$ cat config.mk
export PLATFORM = sky130hd
export DESIGN_NAME = wl_row_sequencer
export DESIGN_NICKNAME = d
export VERILOG_FILES = /design/src/rtl/wl_row_sequencer.sv
export SDC_FILE = /design/constraint.sdc
export NUM_CORES = 1
export LEC_CHECK = 0
export BUFFER_PORTS_ARGS = -buffer_cell sky130_fd_sc_hd__buf_2
export CORE_MARGIN = 1
export CORE_UTILIZATION = 35
export DETAILED_ROUTE_END_ITERATION = 10
export HOLD_SLACK_MARGIN = 0.1
export SETUP_SLACK_MARGIN = 0.05
export SLEW_MARGIN = 10
export SYNTH_ARGS = -nofsm -noshare
export SYNTH_HDL_FRONTEND = slang
export SYNTH_SLANG_ARGS = --single-unit
$ cat constraint.sdc
create_clock -name CLK -period 2.65 [get_ports CLK]
set_input_delay 0.265 -clock CLK [delete_from_list [all_inputs] [get_ports CLK]]
set_output_delay 0.265 -clock CLK [all_outputs]
set_load 0.02 [all_outputs]
$ cat src/rtl/wl_row_sequencer.sv
// Row sequencer for the word-line decoder: round-robin command arbitration between
// host and scan requesters, then PRE / ACT / SENSE stepping per row with registered outputs.
module wl_row_sequencer #(
    parameter int NUM_ROWS = 162,
    parameter int PRE_CYC  = 2,
    parameter int ACT_CYC  = 3
) (
    input  logic       CLK,
    input  logic       RST,
    input  logic       REQ0,
    input  logic [7:0] START0,
    input  logic [7:0] NROW0,
    input  logic       REQ1,
    input  logic [7:0] START1,
    input  logic [7:0] NROW1,
    output logic       GNT0,
    output logic       GNT1,
    input  logic       ABORT,
    output logic [7:0] ADD8,
    output logic       EN,
    output logic       STROBE,
    output logic       OWNER,
    output logic       BUSY,
    output logic       DONE,
    output logic       ERR,
    output logic       ABORTED,
    output logic [1:0] state_dbg
);
    typedef enum logic [1:0] {
        IDLE  = 2'd0,
        PRE   = 2'd1,
        ACT   = 2'd2,
        SENSE = 2'd3
    } state_t;

    localparam logic [7:0] PRE_LAST  = 8'(PRE_CYC - 1);
    localparam logic [7:0] ACT_LAST  = 8'(ACT_CYC - 1);
    localparam logic [7:0] ROW_LAST  = 8'(NUM_ROWS - 1);
    localparam logic [8:0] ROW_LIMIT = 9'(NUM_ROWS);

    state_t     state, state_nx;
    logic [7:0] cyc, cyc_nx;
    logic [7:0] rem, rem_nx;
    logic [7:0] add8_nx;
    logic       en_nx, strobe_nx, owner_nx, busy_nx, done_nx, err_nx, aborted_nx;
    logic       last_served, last_nx;
    logic       any_req, win, grant_ok, cmd_bad;
    logic [7:0] cmd_start, cmd_nrow;

    // Handshake: REQx is a level held by the requester until GNTx; START/NROW must be
    // stable while REQx is high and are captured on the clock edge that ends the GNTx cycle.
    // No grant is issued in the DONE cycle, so a new burst never overlaps completion.
    always_comb begin
        any_req   = REQ0 | REQ1;
        win       = (REQ0 && REQ1) ? ~last_served : REQ1;
        grant_ok  = (state == IDLE) && !DONE && !RST && any_req;
        GNT0      = grant_ok && !win;
        GNT1      = grant_ok && win;
        cmd_start = win ? START1 : START0;
        cmd_nrow  = win ? NROW1 : NROW0;
        cmd_bad   = (cmd_nrow == 8'd0) || ({1'b0, cmd_start} >= ROW_LIMIT);
    end

    always_comb begin
        state_nx   = state;
        cyc_nx     = cyc;
        rem_nx     = rem;
        add8_nx    = ADD8;
        owner_nx   = OWNER;
        busy_nx    = BUSY;
        last_nx    = last_served;
        en_nx      = 1'b0;
        strobe_nx  = 1'b0;
        done_nx    = 1'b0;
        err_nx     = 1'b0;
        aborted_nx = 1'b0;

        case (state)
            IDLE: begin
                if (grant_ok) begin
                    last_nx  = win;
                    owner_nx = win;
                    if (cmd_bad) begin
                        err_nx = 1'b1;
                    end else begin
                        add8_nx  = cmd_start;
                        rem_nx   = cmd_nrow;
                        cyc_nx   = 8'd0;
                        busy_nx  = 1'b1;
                        state_nx = PRE;
                    end
                end
            end
            PRE: begin
                if (cyc == PRE_LAST) begin
                    cyc_nx   = 8'd0;
                    en_nx    = 1'b1;
                    state_nx = ACT;
                end else begin
                    cyc_nx = cyc + 8'd1;
                end
            end
            ACT: begin
                en_nx = 1'b1;
                if (cyc == ACT_LAST) begin
                    cyc_nx    = 8'd0;
                    en_nx     = 1'b0;
                    strobe_nx = 1'b1;
                    state_nx  = SENSE;
                end else begin
                    cyc_nx = cyc + 8'd1;
                end
            end
            SENSE: begin
                rem_nx = rem - 8'd1;
                if (rem == 8'd1) begin
                    done_nx  = 1'b1;
                    busy_nx  = 1'b0;
                    state_nx = IDLE;
                end else begin
                    add8_nx  = (ADD8 == ROW_LAST) ? 8'd0 : ADD8 + 8'd1;
                    state_nx = PRE;
                end
            end
            default: state_nx = IDLE;
        endcase

        // Abort wins over everything, including a final SENSE; the address is left alone.
        if (ABORT && (state != IDLE)) begin
            state_nx   = IDLE;
            add8_nx    = ADD8;
            en_nx      = 1'b0;
            strobe_nx  = 1'b0;
            busy_nx    = 1'b0;
            done_nx    = 1'b1;
            aborted_nx = 1'b1;
        end
    end

    always_ff @(posedge CLK) begin
        if (RST) begin
            state       <= IDLE;
            cyc         <= 8'd0;
            rem         <= 8'd0;
            ADD8        <= 8'd0;
            EN          <= 1'b0;
            STROBE      <= 1'b0;
            OWNER       <= 1'b0;
            BUSY        <= 1'b0;
            DONE        <= 1'b0;
            ERR         <= 1'b0;
            ABORTED     <= 1'b0;
            last_served <= 1'b1;
        end else begin
            state       <= state_nx;
            cyc         <= cyc_nx;
            rem         <= rem_nx;
            ADD8        <= add8_nx;
            EN          <= en_nx;
            STROBE      <= strobe_nx;
            OWNER       <= owner_nx;
            BUSY        <= busy_nx;
            DONE        <= done_nx;
            ERR         <= err_nx;
            ABORTED     <= aborted_nx;
            last_served <= last_nx;
        end
    end

    assign state_dbg = state;

endmodule

==> summary.md, run 1 <==
| Metric | Value |
|---|---|
| Worst hold stages | `2` |
| Most used DFF post-synth | `dfxtp_1` |
| Max VDD drop | `222 uV` |
| Initial Utilization | `0.367` |
| Die footprint | `~7600 um^2` |
| Post-Route WL | `7.39 mm` |
| Clock Skew | `roughly 0.0049 ns` |
| Launch point of the worst reg-to-reg path | `state_dbg[0]` |
| # rows | `30` |
| DR iter-0 viols | `139` |
| Leakage | `1.23 nW` |
| CTS tree | `built` |
| Synth Area in Adders | `0.0546` |
| Post-synthesis sequential area ratio | `0.270` |
| # IOs | `56` |
| Arrival time at the worst endpoint | `2.04 ns` |
| Layout area overhead | `21.1%` |
| Area contributors post-synth | `dfxtp_1, mux2i_1, ha_1` |
| H-tree depth | `2` |
| Setup crit end kind | `output pin` |
| CTS Buffer Depth | `2` |
| First-pass GRT wire length | `12.5 mm` |
| Outcome | `finished, final reports clean` |
| Mux contribution to synthesized area | `0.0942` |
| Hold buffer count at cts | `0` |
| CP max stage cell | `or4_1` |
| Maxcap violations | `0` |
| PnR worst setup slack | `0.343 ns` |
| Min-delay worst type | `input pin to register` |
| Min cycle time layout | `2.31 ns` |
| Setup WS pre-CTS | `approximately 0.27 ns` |
| Number of fill cells | `718` |
| Mapped Nets | `354` |
| Worst-Skew Late Latency | `just under 0.3 ns` |
| Clock buffer count from CTS | `5` |
| Yosys reg bits | `34` |
| Yosys top cell area share | `0.270` |
| PortBufs | `55` |
| Tcrit/Tclk final | `0.871` |
| Worst Reg-to-Reg Cells | `7` |
| Worst-path clk slew | `0.07 ns` |
| Gp weighted congestion | `0.862` |
| Max Transition Viols Final | `0` |
| Slew headroom | `0.434` |
| Multi-input logic area | `1710 um^2` |
| Synthesized area per cell | `8.24 um^2` |
| DR vias | `2606` |
| Crit-path most repeated cell | `inv_1` |
| Actual slew at the worst max-slew pin | `0.848 ns` |
| Detail Placement HPWL | `5.56 mm` |
| DRC violations left | `0` |
| CORE AREA | `roughly 7000 um^2` |
| Final setup viols | `0` |
| Largest net degree at the start of global routing | `21` |
| Die H | `a little under 90 um` |
| Synth Cell Area | `2520 um^2` |
| Layout cells sized above 1 | `0.270` |
| CP required | `2.38 ns` |
| Crit-path max FO | `6` |
| Register area | `681 um^2` |
| Mapped Cells | `between 300 and 400` |
| GRT Util Overall | `0.213` |
| Worst hold start | `RST` |
| Synth unique cells | `66` |
| Simple-gate portion of the synthesized area | `0.216` |
| Worst stage delay on the critical path | `0.66 ns` |
| Critical path class | `register to output pin` |
| Clk sinks | `34` |
| Critical Path Start Type | `register` |
| Post CTS Setup Buffer Count | `0` |
| Number of flops mapped to enable cells by yosys | `0` |
| Clock root cell | `clkbuf_8` |
| Routed wire per std cell | `between 15 and 20 um` |
| Leading area contributor after synthesis | `dfxtp_1` |
| Die Wd | `86.9 um` |
| Largest family of logic cells by synthesized area | `compound AO/OA/AOI/OAI gates` |
| Synth Area in XOR/XNOR | `0` |
| Vias in the first global route | `2545` |
| CP startpoint | `state_dbg[0]` |
| Total gr overflow | `0` |
| ANT cells | `0` |
| RSZ-0062 raised after global routing | `false` |
| Critical-path cell list | `inv_1 -> ha_1 -> inv_1 -> or4_1 -> nor2_1 -> buf_2` |
| Initial antenna violation count | `0` |
| TritonRoute pass-1 iters | `4` |
| Number of antenna-violating nets in the routed design | `0` |
| Final hold violation count | `0` |
| Synth async-reset ratio | `0` |
| Compound-Gate Fraction of Synth Area | `0.311` |
| Power Dens Cells | `620 nW/um^2` |
| Synth warn | `0` |
| Final TNS setup | `0 ns` |
| DR vias/cell | `5.63` |
| Nets | `414` |
| Fmax | `between 400 and 500 MHz` |
through the flow:
step           std cells  utilization  hold slack [ns]  area, um^2  power (W)
6_report             463        0.445            0.328        3060    0.00189
5_1_grt              463        0.445            0.322        3060    0.00202
4_1_cts              463        0.444            0.319        3050    0.00190
3_5_place_dp         455        0.428            0.462        2940    0.00141
3_3_place_gp         455        0.428            0.449        2940    0.00141
2_1_floorplan        306            -            0.440        2520    0.00118
layout by cell type (no fill, tap or decap), types with 2 or more instances in the layout:
| cell type | Yosys | final |
|---|---|---|
| a21oi_1 | 12 | 12 |
| a221oi_1 | 2 | 2 |
| a31oi_1 | 8 | 8 |
| a32oi_1 | 2 | 2 |
| and2_1 | 3 | 3 |
| and3_1 | 6 | 6 |
| buf_2 | 5 | 55 |
| buf_4 | 0 | 15 |
| clkbuf_1 | 10 | 2 |
| clkbuf_8 | 0 | 5 |
| clkinv_1 | 2 | 2 |
| dfxtp_1 | 34 | 34 |
| ha_1 | 11 | 11 |
| inv_1 | 11 | 11 |
| mux2_2 | 6 | 6 |
| mux2i_1 | 17 | 17 |
| nand2_1 | 23 | 23 |
| nand2b_1 | 2 | 2 |
| nand3_1 | 7 | 7 |
| nand3b_1 | 3 | 3 |
| nand4_1 | 2 | 2 |
| nor2_1 | 28 | 28 |
| nor2b_1 | 2 | 2 |
| nor3_1 | 8 | 8 |
| nor4_1 | 8 | 8 |
| o211ai_1 | 10 | 10 |
| o21ai_0 | 21 | 21 |
| o21ai_1 | 5 | 5 |
| o221ai_1 | 2 | 2 |
| o22ai_1 | 6 | 6 |
| o311ai_0 | 9 | 9 |
| o31ai_1 | 3 | 3 |
| or4_1 | 2 | 2 |
| or4_4 | 2 | 2 |
synthesized netlist by cell type, drive strengths merged (2+ instances only):
master   instances
o22ai            6
nor3             8
o21ai           26
a221oi           2
nand2           23
mux2i           17
or4              4
nand4            2
mux2             6
nor2b            2
nor4            10
nand2b           2
a31oi            8
clkinv           2
nor2            29
o41ai            2
o211ai          10
o311ai          10
a311oi           2
a2bb2oi          2
o31ai            3
ha              11
a21boi           2
o221ai           4
buf              7
nand3b           3
a32oi            2
clkbuf          10
dfxtp           34
a21oi           13
and2             3
nand3            7
and3             6
inv             11
where the power goes:
| group | switching [W] | internal [W] | total, W |
|---|---|---|---|
| clock | 0.000196 | 0.000282 | 0.000478 |
| sequential | 0.0000808 | 0.000570 | 0.000651 |
| combinational | 0.000461 | 0.000305 | 0.000766 |
| total | 0.000737 | 0.00116 | 0.00189 |
worst max-delay path, delay by kind of cell (launching register included):
kind / cells / cell delay (ns)
flip-flops: 1 / 0.36
AND/OR/NAND/NOR: 2 / 0.80
adder cells (fa/ha/maj): 1 / 0.19
buffers and inverters: 3 / 0.42
routing by layer:
| metal | vias up | GRT usage | part of all wire |
|---|---|---|---|
| met3 | 14 | 0.0370 | 0.036 |
| met2 | 61 | 0.341 | 0.47 |
| li1 | 1306 | - | - |
| met5 | - | 0 | 0 |
| met4 | 0 | 0.0803 | 0.026 |
| met1 | 1225 | 0.284 | 0.47 |
area by class of cell:
type | count | share of cell area
Timing Repair Buffer | 70 | 0.127
Tap cell | 96 | 0.0393
Inverter | 13 | 0.0160
Clock buffer | 7 | 0.0250
Multi-Input combinational cell | 242 | 0.560
Clock inverter | 1 | 0.00983
Sequential cell | 34 | 0.223
sequential cells by signal (all words and copies together), names as in the netlist, 2 cells and up:
| signal | cells |
|---|---|
| ADD8 | 8 |
| cyc | 8 |
| rem | 8 |
| state_dbg | 2 |
cells by family after synthesis:
group | count (synthesis)
simple gates | 103
fa+ha+maj | 11
buf+inv | 30
flops | 34
mux | 23
compound gates | 105
worst paths after layout:
| path | endpoint | slack (ns) |
|---|---|---|
| min reg2reg | cyc[7] | 0.47 |
| max | GNT0 | 0.34 |
| min | DONE | 0.33 |
| max reg2reg | state_dbg[0] | 0.36 |
repair_timing:
| action | in CTS | in global routing |
|---|---|---|
| resized for setup | 0 | 1 |
| hold endpoints to repair | 0 | 0 |
| endpoints found under the setup margin | 0 | 3 |
Power figures use the tool's default switching activity.
==> run 2, diff against run 1 <==
--- a/config.mk
+++ b/config.mk
@@ -10,6 +10,7 @@
 export CORE_UTILIZATION = 35
 export DETAILED_ROUTE_END_ITERATION = 10
 export HOLD_SLACK_MARGIN = 0.1
+export MAX_ROUTING_LAYER = met4
 export SETUP_SLACK_MARGIN = 0.05
 export SLEW_MARGIN = 10
 export SYNTH_ARGS = -nofsm -noshare
==> run 2 against run 1 <==
Critical path depth stayed put. Clock skew about the same. Register-to-register slack about the same. Clock power barely moved. Core utilization is the same. Worst setup slack worse by 0.0089 ns. First-iteration DRC count decreased by 3.6%. Count of clock-buffer cells in the layout did not move.
==> summary.md, run 2 (same netlist as run 1, synthesis figures left out) <==
| Metric | Value |
|---|---|
| Max VDD drop | `222 uV` |
| Crit-path max FO | `6` |
| Multi-input logic area | `1710 um^2` |
| Post CTS Setup Buffer Count | `0` |
| DR iter-0 viols | `134` |
| PortBufs | `55` |
| Die Wd | `approximately 87 um` |
| Final TNS setup | `0 ns` |
| Vias in the first global route | `approximately 2600` |
| Critical-path cell list | `inv_1 -> ha_1 -> inv_1 -> or4_1 -> nor2_1 -> buf_2` |
| DRC violations left | `0` |
| Die H | `approximately 87 um` |
| Routed wire per std cell | `16.0 um` |
| Max Transition Viols Final | `0` |
| Detail Placement HPWL | `5.56 mm` |
| Min cycle time layout | `2.32 ns` |
| Worst stage delay on the critical path | `0.66 ns` |
| DR vias/cell | `about 5.6` |
| WP buf/inv | `3` |
| DR vias | `2594` |
| Most frequent cells in the layout | `buf_2, dfxtp_1, nor2_1, nand2_1, o21ai_0` |
| CTS tree | `built` |
| CTS Buffer Depth | `2` |
| Register area | `681 um^2` |
| CP max stage cell | `or4_1` |
| Fmax | `432 MHz` |
| Critical path class | `register to output pin` |
| Post-CTS resize count | `0` |
| ANT cells | `0` |
| Setup crit end kind | `output pin` |
| Commonest non-fill, non-tap cell in the layout | `buf_2` |
| Clock Skew | `0.00493 ns` |
| Total gr overflow | `0` |
| Final hold violation count | `0` |
| CORE AREA | `6870 um^2` |
| CP required | `2.38 ns` |
| Number of antenna-violating nets in the routed design | `0` |
| TritonRoute pass-1 iters | `4` |
| Crit-path most repeated cell | `inv_1` |
| Initial antenna violation count | `0` |
| Layout area overhead | `21.1%` |
| Final setup viols | `0` |
| Layout cells sized above 1 | `0.270` |
| # IOs | `56` |
| Clk sinks | `34` |
| Leakage | `1.23 nW` |
| Die footprint | `~7600 um^2` |
| Initial Utilization | `0.367` |
| Clock buffer count from CTS | `5` |
| Hold buffer count at cts | `0` |
| Min-delay worst type | `input pin to register` |
| GRT Util Overall | `0.219` |
| Power Dens Cells | `just over 600 nW/um^2` |
| Worst-Skew Late Latency | `0.29 ns` |
| Clock root cell | `clkbuf_8` |
| Tcrit/Tclk final | `0.874` |
| Largest net degree at the start of global routing | `21` |
| Number of fill cells | `around 700` |
| Crit-path leading delay family | `simple AND/OR/NAND/NOR gates` |
| # rows | `30` |
| Overall power | `0.00189 W` |
| H-tree depth | `2` |
| Arrival time at the worst endpoint | `2.05 ns` |
| Slew headroom | `0.445` |
| RSZ-0062 raised after global routing | `false` |
| Actual slew at the worst max-slew pin | `between 0.8 and 0.9 ns` |
| Post-Route WL | `7.39 mm` |
| Top flop regs | `ADD8 (8), cyc (8), rem (8)` |
| First-pass GRT wire length | `12.5 mm` |
| Critical Path Start Type | `register` |
| Outcome | `finished, final reports clean` |
| Worst-path clk slew | `about 0.070 ns` |
| Nets | `414` |
| Gp weighted congestion | `roughly 0.9` |
| Maxcap violations | `0` |
run 2: final cells by class:
cell class / instances / area share
Multi-Input combinational cell: 242 / 0.560
Clock buffer: 7 / 0.0250
Clock inverter: 1 / 0.00983
Timing Repair Buffer: 70 / 0.127
Tap cell: 96 / 0.0393
Sequential cell: 34 / 0.223
Inverter: 13 / 0.0160
run 2: worst register-to-register path: cells and delay by family (launching register included):
kind	cells	cell delay, ns
adders and majority gates	1	0.19
and+or+nand+nor	2	0.94
buffers and inverters	2	0.24
DFF	1	0.36
AOI/OAI and AO/OA	2	0.47
run 2: routing by layer:
metal	global-route usage	vias up	part of all wire	wire, um
li1	-	1304	-	-
met1	0.283	1202	0.46	3360
met2	0.342	74	0.47	3460
met3	0.0370	14	0.050	367
met4	0.0803	0	0.026	194
met5	-	-	0	0
run 2: path summary, 6_finish.rpt:
| kind | cells past startpoint | start | slack, ns | to |
|---|---|---|---|---|
| worst min-delay path | 2 | RST | 0.33 | DONE |
| worst max-delay path | 6 | state_dbg[0] | 0.33 | GNT0 |
| worst max register to register | 7 | state_dbg[0] | 0.35 | state_dbg[0] |
| worst min register to register | 1 | cyc[7] | 0.47 | cyc[7] |
run 2: per-stage QoR:
stage	area (um^2)	instances	util	setup slack (ns)	hold WS [ns]
6_report	3060	463	0.445	0.334	0.332
5_1_grt	3060	463	0.445	0.198	0.322
4_1_cts	3050	463	0.444	0.183	0.319
3_5_place_dp	2940	455	0.428	0.273	0.462
3_3_place_gp	2940	455	0.428	0.384	0.449
2_1_floorplan	2520	306	-	0.520	0.440
run 2: power breakdown:
part | switching [W] | internal, W | total [W]
logic | 0.000460 | 0.000305 | 0.000765
clock network | 0.000197 | 0.000282 | 0.000478
registers | 0.0000810 | 0.000570 | 0.000651
total | 0.000737 | 0.00116 | 0.00189
